==> src/rtl/cpu_types_pkg.sv <==
// rtl/cpu_types_pkg.sv - shared types and constants for the instruction cache
package cpu_types_pkg;

  typedef logic [31:0] word_t;

  localparam int ICACHE_BYTOFF_W = 2;

  typedef enum logic {
    IDLE = 1'b0,
    FILL = 1'b1
  } icache_state_t;

endpackage

==> src/rtl/icache_way.sv <==
// rtl/icache_way.sv - one cache way: valid bits, tags and block data with combinational lookup
module icache_way
  import cpu_types_pkg::*;
#(
  parameter int SETS    = 8,
  parameter int WORDS   = 2,
  parameter int TAG_W   = 26,
  parameter int IDX_IW  = (SETS > 1) ? $clog2(SETS) : 1,
  parameter int WORD_IW = (WORDS > 1) ? $clog2(WORDS) : 1
) (
  input  logic               CLK,
  input  logic               nRST,
  input  logic [IDX_IW-1:0]  rd_index,
  input  logic [WORD_IW-1:0] rd_word,
  input  logic [TAG_W-1:0]   rd_tag,
  output logic               hit,
  output word_t              rd_data,
  input  logic               wr_en,
  input  logic [IDX_IW-1:0]  wr_index,
  input  logic [WORD_IW-1:0] wr_word,
  input  word_t              wr_data,
  input  logic [TAG_W-1:0]   wr_tag,
  input  logic               set_valid,
  input  logic               clr_line,
  input  logic               clr_all
);

  logic [SETS-1:0] valid;
  logic [TAG_W-1:0] tags [SETS];
  word_t            data [SETS][WORDS];

  // clr_all wins over a completing fill so an invalidate never leaves a live line
  always_ff @(posedge CLK or negedge nRST) begin
    if (!nRST) begin
      valid <= '0;
    end else if (clr_all) begin
      valid <= '0;
    end else begin
      if (clr_line)  valid[wr_index] <= 1'b0;
      if (set_valid) valid[wr_index] <= 1'b1;
    end
  end

  always_ff @(posedge CLK) begin
    if (set_valid) tags[wr_index] <= wr_tag;
    if (wr_en)     data[wr_index][wr_word] <= wr_data;
  end

  assign hit     = valid[rd_index] && (tags[rd_index] == rd_tag);
  assign rd_data = data[rd_index][rd_word];

endmodule

==> src/rtl/icache_nway.sv <==
// rtl/icache_nway.sv - set-associative multi-word instruction cache with FIFO replacement
module icache_nway
  import cpu_types_pkg::*;
#(
  parameter int WAYS  = 2,
  parameter int SETS  = 8,
  parameter int WORDS = 2
) (
  input  logic        CLK,
  input  logic        nRST,
  input  logic        imemREN,
  input  logic [31:0] imemaddr,
  input  logic        dmemREN,
  input  logic        dmemWEN,
  input  logic        halt,
  input  logic        inv,
  output logic        ihit,
  output logic [31:0] imemload,
  output logic        iREN,
  output logic [31:0] iaddr,
  input  logic        iwait,
  input  logic [31:0] iload
);

  localparam int WORD_W  = $clog2(WORDS);
  localparam int IDX_W   = $clog2(SETS);
  localparam int PTR_W   = $clog2(WAYS);
  localparam int WORD_IW = (WORD_W > 0) ? WORD_W : 1;
  localparam int IDX_IW  = (IDX_W > 0) ? IDX_W : 1;
  localparam int PTR_IW  = (PTR_W > 0) ? PTR_W : 1;
  localparam int TAG_LSB = ICACHE_BYTOFF_W + WORD_W + IDX_W;
  localparam int TAG_W   = 32 - TAG_LSB;
  localparam logic [31:0] BLOCK_MASK = 32'(WORDS * 4 - 1);

  icache_state_t state, next_state;

  logic [WORD_IW-1:0] counter;
  logic [31:0]        miss_base;
  logic [PTR_IW-1:0]  victim;
  logic [PTR_IW-1:0]  vptr [SETS];

  logic               req_valid;
  logic [WORD_IW-1:0] req_word;
  logic [IDX_IW-1:0]  req_idx;
  logic [TAG_W-1:0]   req_tag;
  logic [IDX_IW-1:0]  miss_idx;
  logic [TAG_W-1:0]   miss_tag;
  logic [IDX_IW-1:0]  wr_idx;

  logic [WAYS-1:0] way_hit;
  word_t           way_data [WAYS];
  logic            hit_any;
  word_t           hit_data;

  logic start_fill;
  logic fill_we;
  logic fill_done;
  logic last_word;

  assign req_valid = imemREN && !halt && !dmemREN && !dmemWEN;
  assign req_word  = WORD_IW'((imemaddr >> ICACHE_BYTOFF_W) % WORDS);
  assign req_idx   = IDX_IW'((imemaddr >> (ICACHE_BYTOFF_W + WORD_W)) % SETS);
  assign req_tag   = TAG_W'(imemaddr >> TAG_LSB);
  assign miss_idx  = IDX_IW'((miss_base >> (ICACHE_BYTOFF_W + WORD_W)) % SETS);
  assign miss_tag  = TAG_W'(miss_base >> TAG_LSB);
  assign last_word = (counter == WORD_IW'(WORDS - 1));
  // the victim's valid bit is cleared with the request index, fills use the latched one
  assign wr_idx    = (state == IDLE) ? req_idx : miss_idx;

  for (genvar w = 0; w < WAYS; w++) begin : g_way
    icache_way #(
      .SETS  (SETS),
      .WORDS (WORDS),
      .TAG_W (TAG_W)
    ) u_way (
      .CLK       (CLK),
      .nRST      (nRST),
      .rd_index  (req_idx),
      .rd_word   (req_word),
      .rd_tag    (req_tag),
      .hit       (way_hit[w]),
      .rd_data   (way_data[w]),
      .wr_en     (fill_we && (victim == PTR_IW'(w))),
      .wr_index  (wr_idx),
      .wr_word   (counter),
      .wr_data   (iload),
      .wr_tag    (miss_tag),
      .set_valid (fill_done && (victim == PTR_IW'(w))),
      .clr_line  (start_fill && (vptr[req_idx] == PTR_IW'(w))),
      .clr_all   (inv)
    );
  end

  always_comb begin
    hit_any  = 1'b0;
    hit_data = '0;
    for (int w = 0; w < WAYS; w++) begin
      if (way_hit[w]) begin
        hit_any  = 1'b1;
        hit_data = way_data[w];
      end
    end
  end

  always_ff @(posedge CLK or negedge nRST) begin
    if (!nRST) state <= IDLE;
    else       state <= next_state;
  end

  always_comb begin
    next_state = state;
    ihit       = 1'b0;
    imemload   = '0;
    iREN       = 1'b0;
    iaddr      = '0;
    start_fill = 1'b0;
    fill_we    = 1'b0;
    fill_done  = 1'b0;
    case (state)
      IDLE: begin
        if (req_valid && !inv) begin
          if (hit_any) begin
            ihit     = 1'b1;
            imemload = hit_data;
          end else begin
            start_fill = 1'b1;
            next_state = FILL;
          end
        end
      end
      FILL: begin
        iREN  = 1'b1;
        iaddr = miss_base + (32'(counter) << ICACHE_BYTOFF_W);
        if (halt || inv) begin
          next_state = IDLE;
        end else if (!iwait) begin
          fill_we = 1'b1;
          if (last_word) begin
            fill_done  = 1'b1;
            next_state = IDLE;
          end
        end
      end
      default: next_state = IDLE;
    endcase
  end

  always_ff @(posedge CLK or negedge nRST) begin
    if (!nRST) begin
      counter   <= '0;
      miss_base <= '0;
      victim    <= '0;
      for (int s = 0; s < SETS; s++) vptr[s] <= '0;
    end else begin
      if (start_fill) begin
        counter   <= '0;
        miss_base <= imemaddr & ~BLOCK_MASK;
        victim    <= vptr[req_idx];
      end else if (fill_we && !last_word) begin
        counter <= counter + 1'b1;
      end
      if (inv) begin
        for (int s = 0; s < SETS; s++) vptr[s] <= '0;
      end else if (fill_done) begin
        vptr[miss_idx] <= (WAYS == 1) ? '0 : vptr[miss_idx] + 1'b1;
      end
    end
  end

endmodule

==> config.mk <==
export PLATFORM = sky130hd
export DESIGN_NAME = icache_nway
export DESIGN_NICKNAME = d
export VERILOG_FILES = /design/src/rtl/cpu_types_pkg.sv /design/src/rtl/icache_way.sv /design/src/rtl/icache_nway.sv
export SDC_FILE = /design/constraint.sdc
export NUM_CORES = 1
export LEC_CHECK = 0
export CAP_MARGIN = 20
export CORE_ASPECT_RATIO = 1.5
export CORE_MARGIN = 2
export CORE_UTILIZATION = 56
export DETAILED_ROUTE_END_ITERATION = 6
export HOLD_SLACK_MARGIN = 0.05
export PLACE_DENSITY = 0.76
export SYNTH_ARGS = -nofsm -noshare
export SYNTH_HDL_FRONTEND = slang
export SYNTH_SLANG_ARGS = --single-unit
==> constraint.sdc <==
create_clock -name CLK -period 4.9 [get_ports CLK]
set_input_delay 1.225 -clock CLK [delete_from_list [all_inputs] [get_ports CLK]]
set_output_delay 1.225 -clock CLK [all_outputs]
set_load 0.1 [all_outputs]
# After elaboration in Yosys (flattened, before gate mapping)
# Memory sizes are Yosys's and may differ from the RTL's.
# Cells that the tools add are included.
[word_totals]
elab_cells = 138
mem_bits_rw = 1440
in_bits = 72
ff_bits = 56
mem_count = 4
out_inout_bits = 66
[classes]
muxes = 70
n_lt_le_gt_ge = 9
n_addsub = 3
n_bitwise = 12
n_eq_ne = 2
reduce_logical = 24
[memory_table]
columns = ["name", "words", "width", "rd", "rd_ports_with_merged_regs", "write_ports", "line_no", "source"]
rows = [
  ["g_way[0].u_way.data", 8, 64, 1, 0, 1, "icache_way.sv:30", "word_t data [SETS][WORDS];"],
  ["g_way[1].u_way.data", 8, 64, 1, 0, 1, "icache_way.sv:30", ""],
  ["g_way[0].u_way.tags", 8, 26, 1, 0, 1, "icache_way.sv:29", "logic [TAG_W-1:0] tags [SETS];"],
  ["g_way[1].u_way.tags", 8, 26, 1, 0, 1, "icache_way.sv:29", ""],
]
[ops]
columns = ["op", "n"]
rows = [
  ["two-way mux 32 bit", 13],
  ["two-way mux 64 bit", 2],
  ["two-way mux 8 bit", 10],
  ["== test 26 bit", 2],
  ["two-way mux 1 bit", 35],
  ["adder 32 x 3 -> 32 bit", 1],
  ["demux 32 bit (select 1 bit)", 1],
  ["AND 8 bit", 2],
  ["logical AND 1 bit", 16],
  ["OR 8 bit", 2],
  ["binary-select mux 1 bit (select 3 bit)", 4],
  ["bitwise mux 8 bit", 1],
  ["greater-or-equal comparator 4 bit, second input constant", 2],
  ["less-than comparator 3 x 4 -> 1 bit, second input constant", 2],
  ["inverter 3 -> 4 bit", 2],
  ["inverter 8 bit", 1],
  ["demux 1 bit (select 3 bit)", 2],
  ["logical NOT 1 bit", 5],
  ["greater-or-equal comparator 2 bit, second input constant", 2],
  ["less-than comparator 4 x 1 -> 1 bit, second input constant", 1],
  ["inverter 1 -> 2 bit", 2],
  ["nonzero test 2 bit", 2],
  ["greater-or-equal comparator 3 x 1 -> 1 bit, second input constant", 1],
  ["two-way mux 3 bit", 1],
  ["other kinds (5)", 8],
]

# Logic depth before layout (Yosys ltp)
[depth]
depth_word = 14
mapped_depth = 14

# Hierarchy
# From an unflattened synthesis, not the netlist that was laid out.
[unflattened]
hier_cells = 2656
area_unflattened_um2 = 58542.4
[by_module_without_submodules]
columns = ["mod", "area_each_um2", "cells_per_inst", "instances", "seq_area_each_um2"]
rows = [
  ["icache_way (g_way[1].u_way)", 28079.4, 1211, 1, 21820.9],
  ["icache_way (g_way[0].u_way)", 27964.3, 1204, 1, 21820.9],
  ["icache_nway", 2498.6, 241, 1, 1001.0],
]

# Worst setup path after synthesis
# Ideal clock, no wire load.
[synth_timing]
path_kind = "input to output"
start = "input imemaddr[4]"
end = "output imemload[0]"
required_time_ns = 3.675
path_buffers = 3
setup_slack_ns = -1.341
t_arrival_ns = 5.016
path_stages = 11
path_cell_list = "buf_6 -> buf_4 -> buf_2 -> mux4_2 -> mux2i_1 -> xor2_1 -> nand4_1 -> or4b_1 -> nor4_2 -> o21bai_2 -> a21oi_1"
[synth_between]
elab_chain_len = 9
elab_cells_between_ends = 25
[synth_rtl]
columns = ["item", "line_no", "source"]
rows = [
  ["from (decl)", "icache_nway.sv:12", "input logic [31:0] imemaddr,"],
  ["branches (longest 6 deep; another with memory read (8 x 26 bit))", "--", ""],
  ["two-way mux 32 bit *", "icache_nway.sv:122", "if (hit_any) begin"],
  ["two-way mux 32 bit *", "icache_nway.sv:121", "if (req_valid && !inv) begin"],
  ["two-way mux 32 bit *", "icache_nway.sv:119", "case (state)"],
  ["to (decl)", "icache_nway.sv:18", "output logic [31:0] imemload,"],
]
# Every way passes the cells marked *. The select of a mux whose other input is x is not followed.

# Worst setup path after layout
[layout_timing]
start = "input imemaddr[3]"
end = "output imemload[2]"
# The elaborated chain is that of the path after synthesis.

==> impl_metrics.py <==
metrics = {
    "setup_path": {
        "reg2reg_slack_ns": 1.12,
        "cp.arrival_ns": 4.44,
        "crit_family": "simple AND/OR/NAND/NOR gates",
        "r2r_start": "state$_DFF_PN0_",
        "path_max_fanout": 10,
        "cpMostUsedCell": "buf_12",
        "slowest_delay_ns": 0.55,
        "path_class": "in2out",
        "endpoint": "imemload[2]",
        "crit_required_ns": 3.67,
        "crit_chain": "buf_16 -> buf_12 -> mux4_2 -> mux2i_1 -> xor2_1 -> nand4_1 -> or4b_4 -> nor4_4 -> o21bai_4 -> buf_12 -> a21oi_4 -> buf_12",
        "cp.depth": 12,
        "reg2regPathDepth": 6,
        "crit_start": "imemaddr[3]",
        "startpoint_type": "input port",
        "crit_path_end_kind": "output pin",
        "r2r-end": "g_way[1].u_way.data[6][26]$_DFFE_PP_",
        "path_buf_inv": 4,
        "slowest_stage": "or4b_4",
    },
    "sta": {
        "slew_viol_final": 0,
        "hold-worst-slack_ns": 0.5666,
        "rsz0062_at_grt": "true",
        "tns_ns": -23.73,
        "finalSetupViolations": 33,
        "min_period_over_period_pct": 115.6,
        "period_minus_slack_ns": 5.665,
        "hold_viol": 0,
        "fmax_ghz": 0.1765,
        "tightest_slew_ns": 1.092,
        "setup_slack_ns": -0.7646,
        "fin_skew_ns": 0.03953,
        "slew_headroom_pct": 27.20,
    },
    "placed_design": {
        "io_buffers": 133,
        "place.detailed.hpwl_um": 82740,
        "gp_congestion": 0.9233,
        "place_area_um2": 64300,
    },
    "synth": {
        "syn_avg_cell_area_um2": 22.04,
        "synth_area_um2": 58700,
        "ys_warn_count": 0,
        "ys_top_cells_by_area": "edfxtp_1, mux4_2, dfrtp_1",
        "ys.flop_type": "edfxtp_1",
        "ys_types": 63,
        "synth_top_cell_by_area": "edfxtp_1",
        "syn_inst": 2663,
        "synth_edf_count": 1440,
        "ys_ff_latch": 1496,
        "yosysSeqAreaShare_pct": 76.05,
        "netlist.area_leader.share_pct": 73.67,
        "synthArstFlopShare_pct": 3.743,
    },
    "route": {
        "ant_nets": 0,
        "firstDrtPassIters": 5,
        "drtIter0Drc": 3752,
        "postRouteWirelength_um": 153200,
        "viasPerCell": 6.581,
        "vias": 29980,
        "drc": 0,
        "wl_per_cell_um": 33.63,
    },
    "floorplanning": {
        "die_width_um": 268.4,
        "core.rowCount": 145,
        "dieArea_um2": 107500,
        "core_area_um2": 104100,
        "start_util_pct": 56.37,
        "ios": 138,
        "die_h_um": 400.5,
    },
    "power": {
        "pwr_density_cell_nw_per_um2": 381.5,
        "p_leak_nw": 22.55,
        "total_power_mw": 26.47,
        "ir_worst_vdd_mv": 0.4398,
    },
    "worst_hold_path": {
        "hold_class": "in2async",
    },
    "finish": {
        "final_area_um2": 69400,
        "fill_cells": 6368,
        "layout_common_cells": "edfxtp_1, mux4_2, buf_4, clkbuf_16, mux2i_1",
        "fin_nets": 3124,
        "final_common_cell": "edfxtp_1",
        "fin_util_pct": 66.64,
        "drive_above_1_share_pct": 33.31,
        "syn_to_final_growth_pct": 18.22,
    },
    "grt": {
        "grt_pass1_vias": 31250,
        "track_usage_pct": 28.80,
        "grt_pass1_wl_um": 216900,
        "grt_start_max_net_pins": 124,
        "antenna_found_initial": 4,
        "grt.overflow.total": 0,
    },
    "clock_tree": {
        "ctsRootBufferMaster": "clkbuf_16",
        "cts-buffers-inserted": 137,
        "cts_buffer_depth": 3,
        "cts_num_sinks": 1496,
        "htree_levels": 4,
        "clock_latency_ns": 0.79,
        "clkTransAtPathRegs_ns": 0.06,
        "cts_tree": "built",
        "ctsHoldBuffers": 0,
    },
    "run_status": {
        "violations": "negative setup slack",
        "status": "finished with violations",
    },
    "run": {
        "max_cap_viol_count": 0,
    },
}
## cell families (layout without fill, tap and decap cells)
kind of cell | Yosys count | after routing | share of synthesized area (%)
AO/OA/AOI/OAI | 147 | 147 | 1.923
other | 1 | 3 | 0.006388
XOR/XNOR | 30 | 30 | 0.4476
multiplexers | 547 | 547 | 17.66
flip-flops | 1496 | 1496 | 76.05
buffers and inverters | 150 | 644 | 1.411
AND/OR/NAND/NOR | 292 | 292 | 2.502
## metal layers
metal / vias to the layer above / global-route usage, % / share of wire [%]
met3: 397 / 5.919 / 9.7
met2: 1901 / 48.22 / 52
met5: - / 0 / 0.027
met4: 6 / 15.19 / 4.8
li1: 11940 / - / -
met1: 15740 / 35.42 / 34
## final cells by class
| cell class | count | area (um2) | share of cell area, % |
|---|---|---|---|
| Antenna cell | 1 | 2.502 | 0.003606 |
| Clock buffer | 173 | 3657 | 5.270 |
| Clock inverter | 72 | 720.7 | 1.038 |
| Inverter | 8 | 33.78 | 0.04868 |
| Multi-Input combinational cell | 1018 | 14040 | 20.23 |
| Sequential cell | 1496 | 44640 | 64.33 |
| Tap cell | 1396 | 1747 | 2.517 |
| Timing Repair Buffer | 391 | 4553 | 6.561 |
## cell usage after synthesis (all sizes together), types with 2 or more instances
cell and number:
o21a 4, nand4 22, nor2 75, a21oi 40
xor2 28, or3 7, inv 8, xnor2 2
and4 2, or4 3, o21ai 17, nor4 13
a22o 13, clkbuf 53, nor3b 2, and3 7
a21bo 5, o221ai 2, and4b 2, nor3 5
mux2i 119, and2 32, a31oi 4, nand2 89
a22oi 26, nor2b 6, a21o 4, mux4 384
or4b 2, o221a 5, a211oi 8, nand3 9
or2 2, dfrtp 56, mux2 44, nand3b 10
o2111ai 4, buf 89, edfxtp 1440, nand2b 2
o22ai 6
## registers in the layout, indices dropped and copies added, names as in the netlist
name,count
vptr,8
state,1
counter,1
victim,1
g_way.u_way.data,1024
g_way.u_way.valid,16
g_way.u_way.tags,416
miss_base,29
## worst reg2reg max path: cells and delay by family, from the launching register on
family	cells	cell delay [ns]
buffers and inverters	2	0.72
AO/OA/AOI/OAI	1	0.49
flip-flops	1	0.92
AND/OR/NAND/NOR	3	1.30
## power breakdown
part	leakage, nW	switching (mW)	total, mW	internal (mW)
Combinational	6.72	0.781	1.43	0.653
Clock	2.13	4.65	10.5	5.86
Sequential	13.7	0.257	14.5	14.3
## metrics by stage
step / instances / setup slack [ns]
after floorplan: 2664 / -0.4855
after global placement: 4281 / -0.9509
after detailed placement: 4281 / -0.9245
after CTS: 4533 / -0.7418
after global routing: 4554 / -0.8104
final: 4555 / -0.7646
## worst min path at each step
stage,end,slack (ns),depth (start not counted)
final,miss_base[8]$_DFFE_PN0P_,0.57,1
after global routing,g_way[1].u_way.valid[4]$_DFF_PN0_,0.59,1
after CTS,g_way[1].u_way.valid[4]$_DFF_PN0_,0.56,1
after detailed placement,g_way[1].u_way.valid[4]$_DFF_PN0_,0.55,1
after global placement,vptr[7]$_DFFE_PN0P_,0.52,2
after floorplan,vptr[7]$_DFFE_PN0P_,0.50,2
## repair_timing
item                       in CTS  in global routing
hold endpoints to repair        0                  0
pin swaps                       7                 17
resized for setup              13                 48
setup buffers                   5                  6
setup endpoints to repair      33                 33
cloned                          2                  9
No activity file was read; power rests on OpenSTA's default activity.
